**config.mk**
```make
export PLATFORM = sky130hd
export DESIGN_NAME = stream_arb
export DESIGN_NICKNAME = d
export VERILOG_FILES = /design/src/rtl/stream_arb_pkg.sv /design/src/rtl/stream_arb_rr_pick.sv /design/src/rtl/stream_arb.sv
export SDC_FILE = /design/constraint.sdc
export NUM_CORES = 1
export LEC_CHECK = 0
export CORE_AREA = 3 3 132 134
export CTS_BUF_LIST = sky130_fd_sc_hd__clkbuf_16
export CTS_CLUSTER_DIAMETER = 80
export DETAILED_ROUTE_END_ITERATION = 12
export DIE_AREA = 0 0 135 137
export GPL_TIMING_DRIVEN = 0
export PLACE_DENSITY = 0.71
export SYNTH_ARGS = -nofsm -noshare
export SYNTH_HDL_FRONTEND = slang
export SYNTH_HIERARCHICAL = 1
export SYNTH_SLANG_ARGS = --single-unit
```
**constraint.sdc**
```tcl
create_clock -name clk -period 13.9 [get_ports clk]
set_clock_uncertainty 0.1 [all_clocks]
set_input_delay 4.17 -clock clk [delete_from_list [all_inputs] [get_ports clk]]
set_output_delay 4.17 -clock clk [all_outputs]
set_load 0.02 [all_outputs]
```
**src/rtl/stream_arb_pkg.sv**
```systemverilog
// Shared definitions for the stream arbiter family: lock state encoding and
// the largest requester count any arbiter instance supports.
package stream_arb_pkg;

    typedef enum logic {
        ST_IDLE   = 1'b0,
        ST_LOCKED = 1'b1
    } lock_state_t;

    localparam int ARB_MAX_REQ = 8;

endpackage

```
**src/rtl/stream_arb_rr_pick.sv**
```systemverilog
// rr_pick: combinational round-robin picker. Rotates req so ptr sits at bit 0,
// finds the first set bit, then rotates the index back.
module rr_pick
    import stream_arb_pkg::*;
#(
    parameter int NREQ = 4,
    parameter int IDW  = 2
) (
    input  logic [NREQ-1:0] req,
    input  logic [IDW-1:0]  ptr,
    output logic [IDW-1:0]  idx,
    output logic            vld
);

    logic [2*ARB_MAX_REQ-1:0] dbl;
    logic [ARB_MAX_REQ-1:0]   rot;
    int                       first;

    always_comb begin
        dbl = '0;
        dbl[NREQ-1:0]      = req;
        dbl[2*NREQ-1:NREQ] = req;
        rot = dbl[int'(ptr) +: ARB_MAX_REQ];
        first = 0;
        // Descending scan so the lowest rotated position wins.
        for (int k = ARB_MAX_REQ - 1; k >= 0; k--) begin
            if (k < NREQ && rot[k]) begin
                first = k;
            end
        end
        idx = IDW'((int'(ptr) + first) % NREQ);
        vld = |req;
    end

endmodule

```
**src/rtl/stream_arb.sv**
```systemverilog
// Round-robin valid/ready arbiter with burst locking and a registered output slot.
// Optional build macro STREAM_ARB_HIPRIO_EN gives requester 0 absolute priority in IDLE.
//
//   state     | meaning
//   ST_IDLE   | no burst in progress; grant follows the round-robin pick
//   ST_LOCKED | burst open; grant pinned to lock_idx until its last beat
module stream_arb
    import stream_arb_pkg::*;
#(
    parameter int WIDTH = 64,
    parameter int NREQ  = 4,
    parameter int IDW   = 2
) (
    input  logic                  clk,
    input  logic                  rst,
    input  logic [NREQ*WIDTH-1:0] a_data,
    input  logic [NREQ-1:0]       a_last,
    input  logic [NREQ-1:0]       a_valid,
    output logic [NREQ-1:0]       a_ready,
    output logic [WIDTH-1:0]      b_data,
    output logic [IDW-1:0]        b_id,
    output logic                  b_last,
    output logic                  b_valid,
    input  logic                  b_ready,
    output logic                  busy
);

    lock_state_t      state, state_nxt;
    logic [IDW-1:0]   lock_idx;
    logic [IDW-1:0]   rr_ptr, rr_nxt;
    logic [IDW-1:0]   pick_idx, grant_idx;
    logic             pick_vld, grant_vld;
    logic             slot_free;
    logic             acc, acc_last;
    logic [WIDTH-1:0] acc_data;

    rr_pick #(
        .NREQ (NREQ),
        .IDW  (IDW)
    ) u_pick (
        .req (a_valid),
        .ptr (rr_ptr),
        .idx (pick_idx),
        .vld (pick_vld)
    );

    assign slot_free = !b_valid || b_ready;
    assign busy      = (state == ST_LOCKED);

    always_comb begin
        grant_idx = pick_idx;
        grant_vld = pick_vld;
        if (state == ST_LOCKED) begin
            // Pinned even while the owner idles, so bursts never interleave.
            grant_idx = lock_idx;
            grant_vld = 1'b1;
        end
`ifdef STREAM_ARB_HIPRIO_EN
        else if (a_valid[0]) begin
            grant_idx = '0;
        end
`endif
    end

    always_comb begin
        a_ready  = '0;
        acc_data = '0;
        acc_last = 1'b0;
        for (int i = 0; i < NREQ; i++) begin
            if (slot_free && grant_vld && (grant_idx == IDW'(i))) begin
                a_ready[i] = 1'b1;
            end
            if (a_ready[i] && a_valid[i]) begin
                acc_data = a_data[i*WIDTH +: WIDTH];
                acc_last = a_last[i];
            end
        end
    end

    assign acc = |(a_valid & a_ready);

    always_comb begin
        state_nxt = state;
        rr_nxt    = rr_ptr;
        if (acc) begin
            state_nxt = acc_last ? ST_IDLE : ST_LOCKED;
            if (acc_last) begin
                rr_nxt = (grant_idx == IDW'(NREQ - 1)) ? '0 : grant_idx + 1'b1;
`ifdef STREAM_ARB_HIPRIO_EN
                if (grant_idx == '0) begin
                    rr_nxt = rr_ptr;
                end
`endif
            end
        end
    end

    always_ff @(posedge clk) begin
        if (rst) begin
            state    <= ST_IDLE;
            lock_idx <= '0;
            rr_ptr   <= '0;
            b_valid  <= 1'b0;
            b_data   <= '0;
            b_id     <= '0;
            b_last   <= 1'b0;
        end else begin
            state  <= state_nxt;
            rr_ptr <= rr_nxt;
            if (acc) begin
                lock_idx <= grant_idx;
                b_valid  <= 1'b1;
                b_data   <= acc_data;
                b_id     <= grant_idx;
                b_last   <= acc_last;
            end else if (b_ready) begin
                b_valid <= 1'b0;
            end
        end
    end

endmodule
```
==> results of run 1 <==
[worst paths after layout]
path              slack (ps)        from  cells after the start         end
setup / recovery        1740  a_valid[2]                     14  a_ready[1]
hold / removal           390   rr_ptr[0]                      2   rr_ptr[0]
setup reg to reg        9970   rr_ptr[0]                     16  b_data[51]
hold reg to reg          390   rr_ptr[0]                      2   rr_ptr[0]
[through the flow]
| step | std cells | setup slack [ps] | total power [mW] | utilization (%) | hold slack [ps] |
|---|---|---|---|---|---|
| global route | 1246 | 1500 | 1.87 | 55.2 | 404 |
| global placement | 1231 | 1830 | 1.53 | 53.7 | 373 |
| finish | 1246 | 1740 | 1.74 | 55.2 | 391 |
| floorplan | 673 | 3430 | 1.07 | - | 352 |
| detailed placement | 1231 | 1770 | 1.54 | 53.7 | 379 |
| CTS | 1245 | 1750 | 1.75 | 55.2 | 388 |
[report_power, final]
group	total (mW)	switching, mW	internal, mW
logic	1.22	0.715	0.504
clock network	0.205	0.0886	0.116
registers	0.320	0.0389	0.281
total	1.74	0.843	0.901
[critical path, stage by stage]
cell,delay (ps)
clkdlybuf4s50_1,630
nor2_1,220
nor3_1,60
a21oi_1,170
o211ai_1,120
ha_1,210
xor2_1,150
xnor2_1,140
mux2i_1,320
ha_1,220
buf_2,220
clkbuf_1,400
and3_1,240
clkdlybuf4s50_1,610
[layer usage]
metal	vias up	track usage [%]
met2	327	45.5
met4	0	9.57
met3	43	9.15
met5	-	0
li1	3232	-
met1	3102	30.1
[kinds of logic (layout without fill, tap and decap cells)]
logic type,Yosys count,in the layout,synth area share (%)
simple gates,298,298,33.5
compound gates,188,188,26.8
buf+inv,104,456,9.51
flops,71,71,27.6
fa+ha+maj,5,5,1.22
mux,5,5,0.973
xor+xnor,2,2,0.340
other cells,0,1,0
[flip-flops by register name (all words and copies together) (netlist names)]
signal and cells:
b_data 64, b_last 1, b_valid 1, busy 1
lock_idx 2, rr_ptr 2
[final cells by class]
cell class / count / area (µm²)
fill: 1592 / 7350
timing repair buffer: 338 / 3380
multi-input combinational: 498 / 3240
sequential: 71 / 1420
buffer: 77 / 388
tap: 220 / 275
clock buffer: 9 / 225
inverter: 27 / 101
clock inverter: 5 / 20.0
antenna: 1 / 2.50
[Yosys cell counts (all sizes together), types with 2 or more instances]
| library cell | number |
|---|---|
| and3 | 5 |
| ha | 5 |
| o21a | 42 |
| o311ai | 23 |
| nand2b | 3 |
| inv | 27 |
| nor2b | 2 |
| o211ai | 23 |
| nand3 | 26 |
| dfxtp | 71 |
| o21ai | 24 |
| buf | 30 |
| nor4 | 42 |
| o31ai | 41 |
| a31oi | 24 |
| nor3b | 2 |
| o221ai | 2 |
| a211oi | 3 |
| nand2 | 32 |
| or4 | 41 |
| a21oi | 2 |
| clkbuf | 47 |
| mux2i | 5 |
| and2 | 2 |
| or3 | 3 |
| nor2 | 92 |
| nor3 | 46 |
==> metrics.md, run 1 <==
| Metric | Value |
|---|---|
| Syn_area_per_cell | 7.65 µm² |
| Syn Nets | 945 |
| Crit path launch type | input pin |
| Yosys reg bits | 71 |
| Syn Inst Count | around 670 |
| Root Buffer | clkbuf_16 |
| HP Class | flop to flop |
| Die Ht | about 140 µm |
| Post-CTS sizing | 0 |
| Final Slew Violations | 0 |
| Synthesized area | about 5100 µm² |
| WP data required | 9630 ps |
| Worst skew pair latency | about 340 ps |
| Antenna violations before repair | 1 |
| DR top layer | met4 |
| Yosys cell types | 45 |
| Most frequent cells in the layout | clkdlybuf4s50_1, nor2_1, dfxtp_1, clkbuf_1, nor3_1 |
| DRT met1 WL | 9940 µm |
| Max cap viols | 0 |
| Rel. slew slack | 49.1% |
| Asr flop ratio synth | 0% |
| Finished Cell Area | 9050 µm² |
| Quantity of I/O buffers inserted on ports | roughly 340 |
| Crit path DAT | 7890 ps |
| DR vias | 6704 |
| Critical path class | input pin to output port |
| CTS clk-pin slew, worst paths | 60 ps |
| Worst Max-Slew Pin Slew | 763 ps |
| Proportion of layout cells with a drive suffix above 1 | under 10% |
| CTS Sinks | slightly above 70 |
| DR iter-0 viols | approximately 440 |
| Vias per cell | 5.38 |
| Global Route Usage Sum | a little over a quarter |
| Post-placement cell area | 8800 µm² |
| Grt total ovfl | 0 |
| Max Clock Freq | around 82 MHz |
| RSZ-0062 raised after global routing | no |
| Largest net degree at the start of global routing | 11 |
| Rows | 47 |
| Setup_tns | 0 ps |
| Initial Util | 31.4% |
| Iteration count of the initial detailed-routing pass | 5 |
| Area leader, netlist | dfxtp_1 |
| Die area | 18500 µm² |
| WL met3 | 2510 µm |
| CTS tree | yes |
| Top cells by area, synth | dfxtp_1, nor4_2, nor2_1 |
| CTS Buffer Depth | 2 |
| CTS Buf Count | 9 |
| Synth Flop Type | dfxtp_1 |
| Setup Buffers After CTS | 0 |
| Wire length per cell | 20.6 µm |
| Hold Vio Cnt, Final | 0 |
| Core area | 16400 µm² |
| Met2 WL | between 10000 and 15000 µm |
| Maximum VDD drop | 0.000112 V |
| Hold buffers post-CTS | 0 |
| DR DRC count | 0 |
| Commonest non-fill, non-tap cell in the layout | clkdlybuf4s50_1 |
| Residual antenna-violating net count after detailed routing | 0 |
| Post-Route WL | ~26000 µm |
| EDFF count, synth | 0 |
| Post-synthesis sequential area ratio | 27.6% |
| Yosys warns | 6 |
| # nets final | 1294 |
| Io pins | 340 |
| DP HPWL | about 20000 µm |
| Vias in the first global route | 6678 |
| PwrDens | 193 nW/µm² |
| CP max FO | 10 |
| Endpoint type of the worst setup path | output port |
| Synth top area share | between 20 and 30% |
| Layout area overhead | 75.9% |
| Cell leakage power | 3.19 nW |
| Status | finished clean |
| Tcrit/Tclk final | 87.5% |
| Tmin final | 12160 ps |
| Die Wd | 135 µm |
| Finish-stage setup viols | 0 |
| H-tree levels | 3 |
| Final GP Congestion | 0.872 |
| First-pass GRT wire length | 37500 µm |
(Power assumes the default switching activity.)
==> inputs of run 2 (changes only) <==
- CORE_AREA: 3 3 132 134 -> 3 3 133 135
- DIE_AREA: 0 0 135 137 -> 0 0 136 138
- PLACE_DENSITY: 0.71 -> not set
- SYNTH_HIERARCHICAL: 1 -> not set
==> metrics.md, run 2 <==
| Metric | Value |
|---|---|
| Status | finished clean (unchanged) |
| # nets final | 1093 (was 1294) |
| Largest register FFs | 64 (unchanged) |
| Post-placement cell area | 7790 µm² (was 8800 µm²) |
| Vias in the first global route | 5604 (was 6678) |
| Max cap viols | 0 (unchanged) |
| Root Buffer | clkbuf_16 (unchanged) |
| Post-synthesis sequential area ratio | 34.3% (was 27.6%) |
| Crit path launch type | input pin (unchanged) |
| Worst skew pair latency | 330 ps (was 340 ps) |
| Tmin final | 11500 ps (was 12160 ps) |
| Top cells by area, synth | dfxtp_1, o221ai_1, a221oi_1 (was dfxtp_1, nor4_2, nor2_1) |
| DR vias | 5396 (was 6704) |
| Tcrit/Tclk final | 82.7% (was 87.5%) |
| Crit path to | a_ready[1] (unchanged) |
| Syn Nets | 745 (was 945) |
| Die Wd | 136 µm (was 135 µm) |
| Initial Util | 25.0% (was 31.4%) |
| EDFF count, synth | 0 (unchanged) |
| Iteration count of the initial detailed-routing pass | 5 (unchanged) |
| Reg-to-Reg Start | rr_ptr[0] (unchanged) |
| Antenna violations before repair | 0 (was 1) |
| First-pass GRT wire length | 32300 µm (was 37500 µm) |
| Synth cell count leaders | dfxtp_1, nor2_1, o221ai_1, a221oi_1, nor3_1 (was nor2_1, dfxtp_1, clkbuf_1, nor3_1, o21a_1) |
| Most flops, register | b_data (unchanged) |
| CP startpoint | a_valid[2] (unchanged) |
| Vias per cell | 5.16 (was 5.38) |
| Syn Inst Count | 473 (was 673) |
| Wire length per cell | 20.9 µm (was 20.6 µm) |
| CTS tree | yes (unchanged) |
| Die Ht | 138 µm (was 137 µm) |
| Die area | 18800 µm² (was 18500 µm²) |
| Layout area overhead | 94.9% (was 75.9%) |
| CTS Buf Count | 9 (unchanged) |
| CP max FO | 10 (unchanged) |
| Maximum VDD drop | 0.000101 V (was 0.000112 V) |
| RSZ-0062 raised after global routing | no (unchanged) |
| Global Route Usage Sum | 22.3% (was 26.3%) |
| DP HPWL | 17700 µm (was 19700 µm) |
| Area occupied by multi-input gates | 2410 µm² (was 3240 µm²) |
| DR DRC count | 0 (unchanged) |
| CTS clk-pin slew, worst paths | 60 ps (about the same) |
| Critical path class | input pin to output port (unchanged) |
| WP data required | 9630 ps (about the same) |
| Asr flop ratio synth | 0% (unchanged) |
| Final Slew Violations | 0 (unchanged) |
| Post-Route WL | 21900 µm (was 25600 µm) |
| Reg area | 1420 µm² (unchanged) |
| Finished Cell Area | 8070 µm² (was 9050 µm²) |
| Syn_area_per_cell | 8.75 µm² (was 7.65 µm²) |
| Cell leakage power | 2.89 nW (was 3.19 nW) |
| Quantity of I/O buffers inserted on ports | 337 (was 338) |
| R2r setup slk | 9790 ps (was 9970 ps) |
| H-tree levels | 3 (unchanged) |
| DR iter-0 viols | 236 (was 436) |
| FF-to-FF End | b_data[10] (was b_data[51]) |
| Hold Vio Cnt, Final | 0 (unchanged) |
| Yosys cell types | 43 (was 45) |
| HP Class | flop to flop (unchanged) |
| Final GP Congestion | 0.878 (was 0.872) |
| PwrDens | 231 nW/µm² (was 193 nW/µm²) |
| Residual antenna-violating net count after detailed routing | 0 (unchanged) |
| Synth Flop Type | dfxtp_1 (unchanged) |
| Synth top area share | 34.3% (was 27.6%) |
| Area leader, netlist | dfxtp_1 (unchanged) |
| Hold buffers post-CTS | 0 (unchanged) |
| Endpoint type of the worst setup path | output port (unchanged) |
| Worst Max-Slew Pin Slew | 631 ps (was 763 ps) |
| Largest net degree at the start of global routing | 12 (was 11) |
| Post-CTS sizing | 0 (unchanged) |
| Setup_tns | 0 ps (unchanged) |
| Core area | 16600 µm² (was 16400 µm²) |
| Commonest non-fill, non-tap cell in the layout | clkdlybuf4s50_1 (unchanged) |
| Setup Buffers After CTS | 0 (unchanged) |
| Reg2Reg Depth | 12 (was 16) |
| Fill count | 1583 (was 1592) |
| Yosys reg bits | 71 (unchanged) |
| CTS Sinks | 71 (unchanged) |
| Grt total ovfl | 0 (unchanged) |
| Yosys warns | 0 (was 6) |
| Most frequent cell after synthesis | dfxtp_1 (was nor2_1) |
| Synthesized area | 4140 µm² (was 5150 µm²) |
| Io pins | 340 (unchanged) |
| Max Clock Freq | 87.0 MHz (was 82.2 MHz) |
| Rows | 47 (unchanged) |
| Rel. slew slack | 57.8% (was 49.1%) |
| Finish-stage setup viols | 0 (unchanged) |
| CTS Buffer Depth | 2 (unchanged) |
| Top Registers | b_data: 64 flops, lock_idx: 2 flops, rr_ptr: 2 flops (unchanged) |
| Crit path DAT | 7230 ps (was 7890 ps) |
| Tot Pwr | 1.86 mW (was 1.74 mW) |
| Proportion of layout cells with a drive suffix above 1 | 8.85% (was 7.51%) |
| Most frequent cells in the layout | clkdlybuf4s50_1, dfxtp_1, nor2_1, o221ai_1, a221oi_1 (was clkdlybuf4s50_1, nor2_1, dfxtp_1, clkbuf_1, nor3_1) |
| Ant diodes | 0 (was 1) |
[run 2: cell types whose count changed after synthesis, sizes merged, moves of 24 or more]
cell    change
nand3      -24
or4        -40
nor4       -41
o221ai     +49
nor2       -28
o31ai      -41
o21a       -41
a221oi     +51
[run 2: how the worst min path moves through the flow]
stage / startpoint / end / slack, ps / cells past startpoint
6_report: b_data[60] / b_data[60] / 390 / 2
5_1_grt: b_data[54] / b_data[54] / 400 / 2
4_1_cts: b_data[41] / b_data[41] / 390 / 2
3_5_place_dp: b_data[57] / b_data[57] / 380 / 2
3_3_place_gp: b_data[37] / b_data[37] / 380 / 2
2_1_floorplan: b_data[13] / b_data[13] / 460 / 2
[run 2: report_power, final]
| part | total [mW] | leakage, nW | switching, mW | internal (mW) |
|---|---|---|---|---|
| combinational | 1.27 | 2.16 | 0.730 | 0.542 |
| clock | 0.222 | 0.145 | 0.0862 | 0.136 |
| sequential | 0.368 | 0.587 | 0.0556 | 0.312 |
[run 2: logic make-up (layout without fill, tap and decap cells)]
logic type               count (synthesis)  in the layout  synth area share [%]
AND/OR/NAND/NOR                        158            158                  20.0
AO/OA/AOI/OAI                          173            173                  35.2
adder cells (fa/ha/maj)                  5              5                  1.51
XOR/XNOR                                 1              1                 0.212
flip-flops                              71             71                  34.3
buffers and inverters                   60            412                  7.43
multiplexers                             5              5                  1.24
[run 2: final cells by class]
| type | count | share of cell area [%] |
|---|---|---|
| Buffer | 56 | 3.63 |
| Clock buffer | 9 | 2.79 |
| Clock inverter | 6 | 0.682 |
| Inverter | 4 | 0.186 |
| Multi-Input combinational cell | 342 | 29.9 |
| Sequential cell | 71 | 17.6 |
| Tap cell | 220 | 3.41 |
| Timing Repair Buffer | 337 | 41.8 |
[run 2: per-stage QoR]
step                setup slack (ps)  hold WS [ps]  util [%]  instances
floorplan                       3640           461         -        473
global placement                2520           378      47.0       1030
detailed placement              2440           381      47.0       1030
CTS                             2450           392      48.7       1045
global route                    2230           402      48.7       1045
finish                          2400           388      48.7       1045
[run 2: critical path: stages]
cell             delay (ps)
clkdlybuf4s50_1         480
clkbuf_1                340
nor3b_1                 110
o21ai_0                 190
o2111ai_1               170
ha_1                    300
mux2i_1                 380
inv_1                   130
ha_1                    270
and2_1                  150
clkdlybuf4s50_1         530
[run 2: metal layers]
| layer | track usage [%] | part of all wire, % | vias to the layer above |
|---|---|---|---|
| met5 | 0 | 0 | - |
| met4 | 8.65 | 2.5 | 0 |
| met3 | 5.09 | 7.9 | 28 |
| met2 | 39.9 | 51 | 259 |
| met1 | 25.4 | 39 | 2515 |
| li1 | - | - | 2594 |
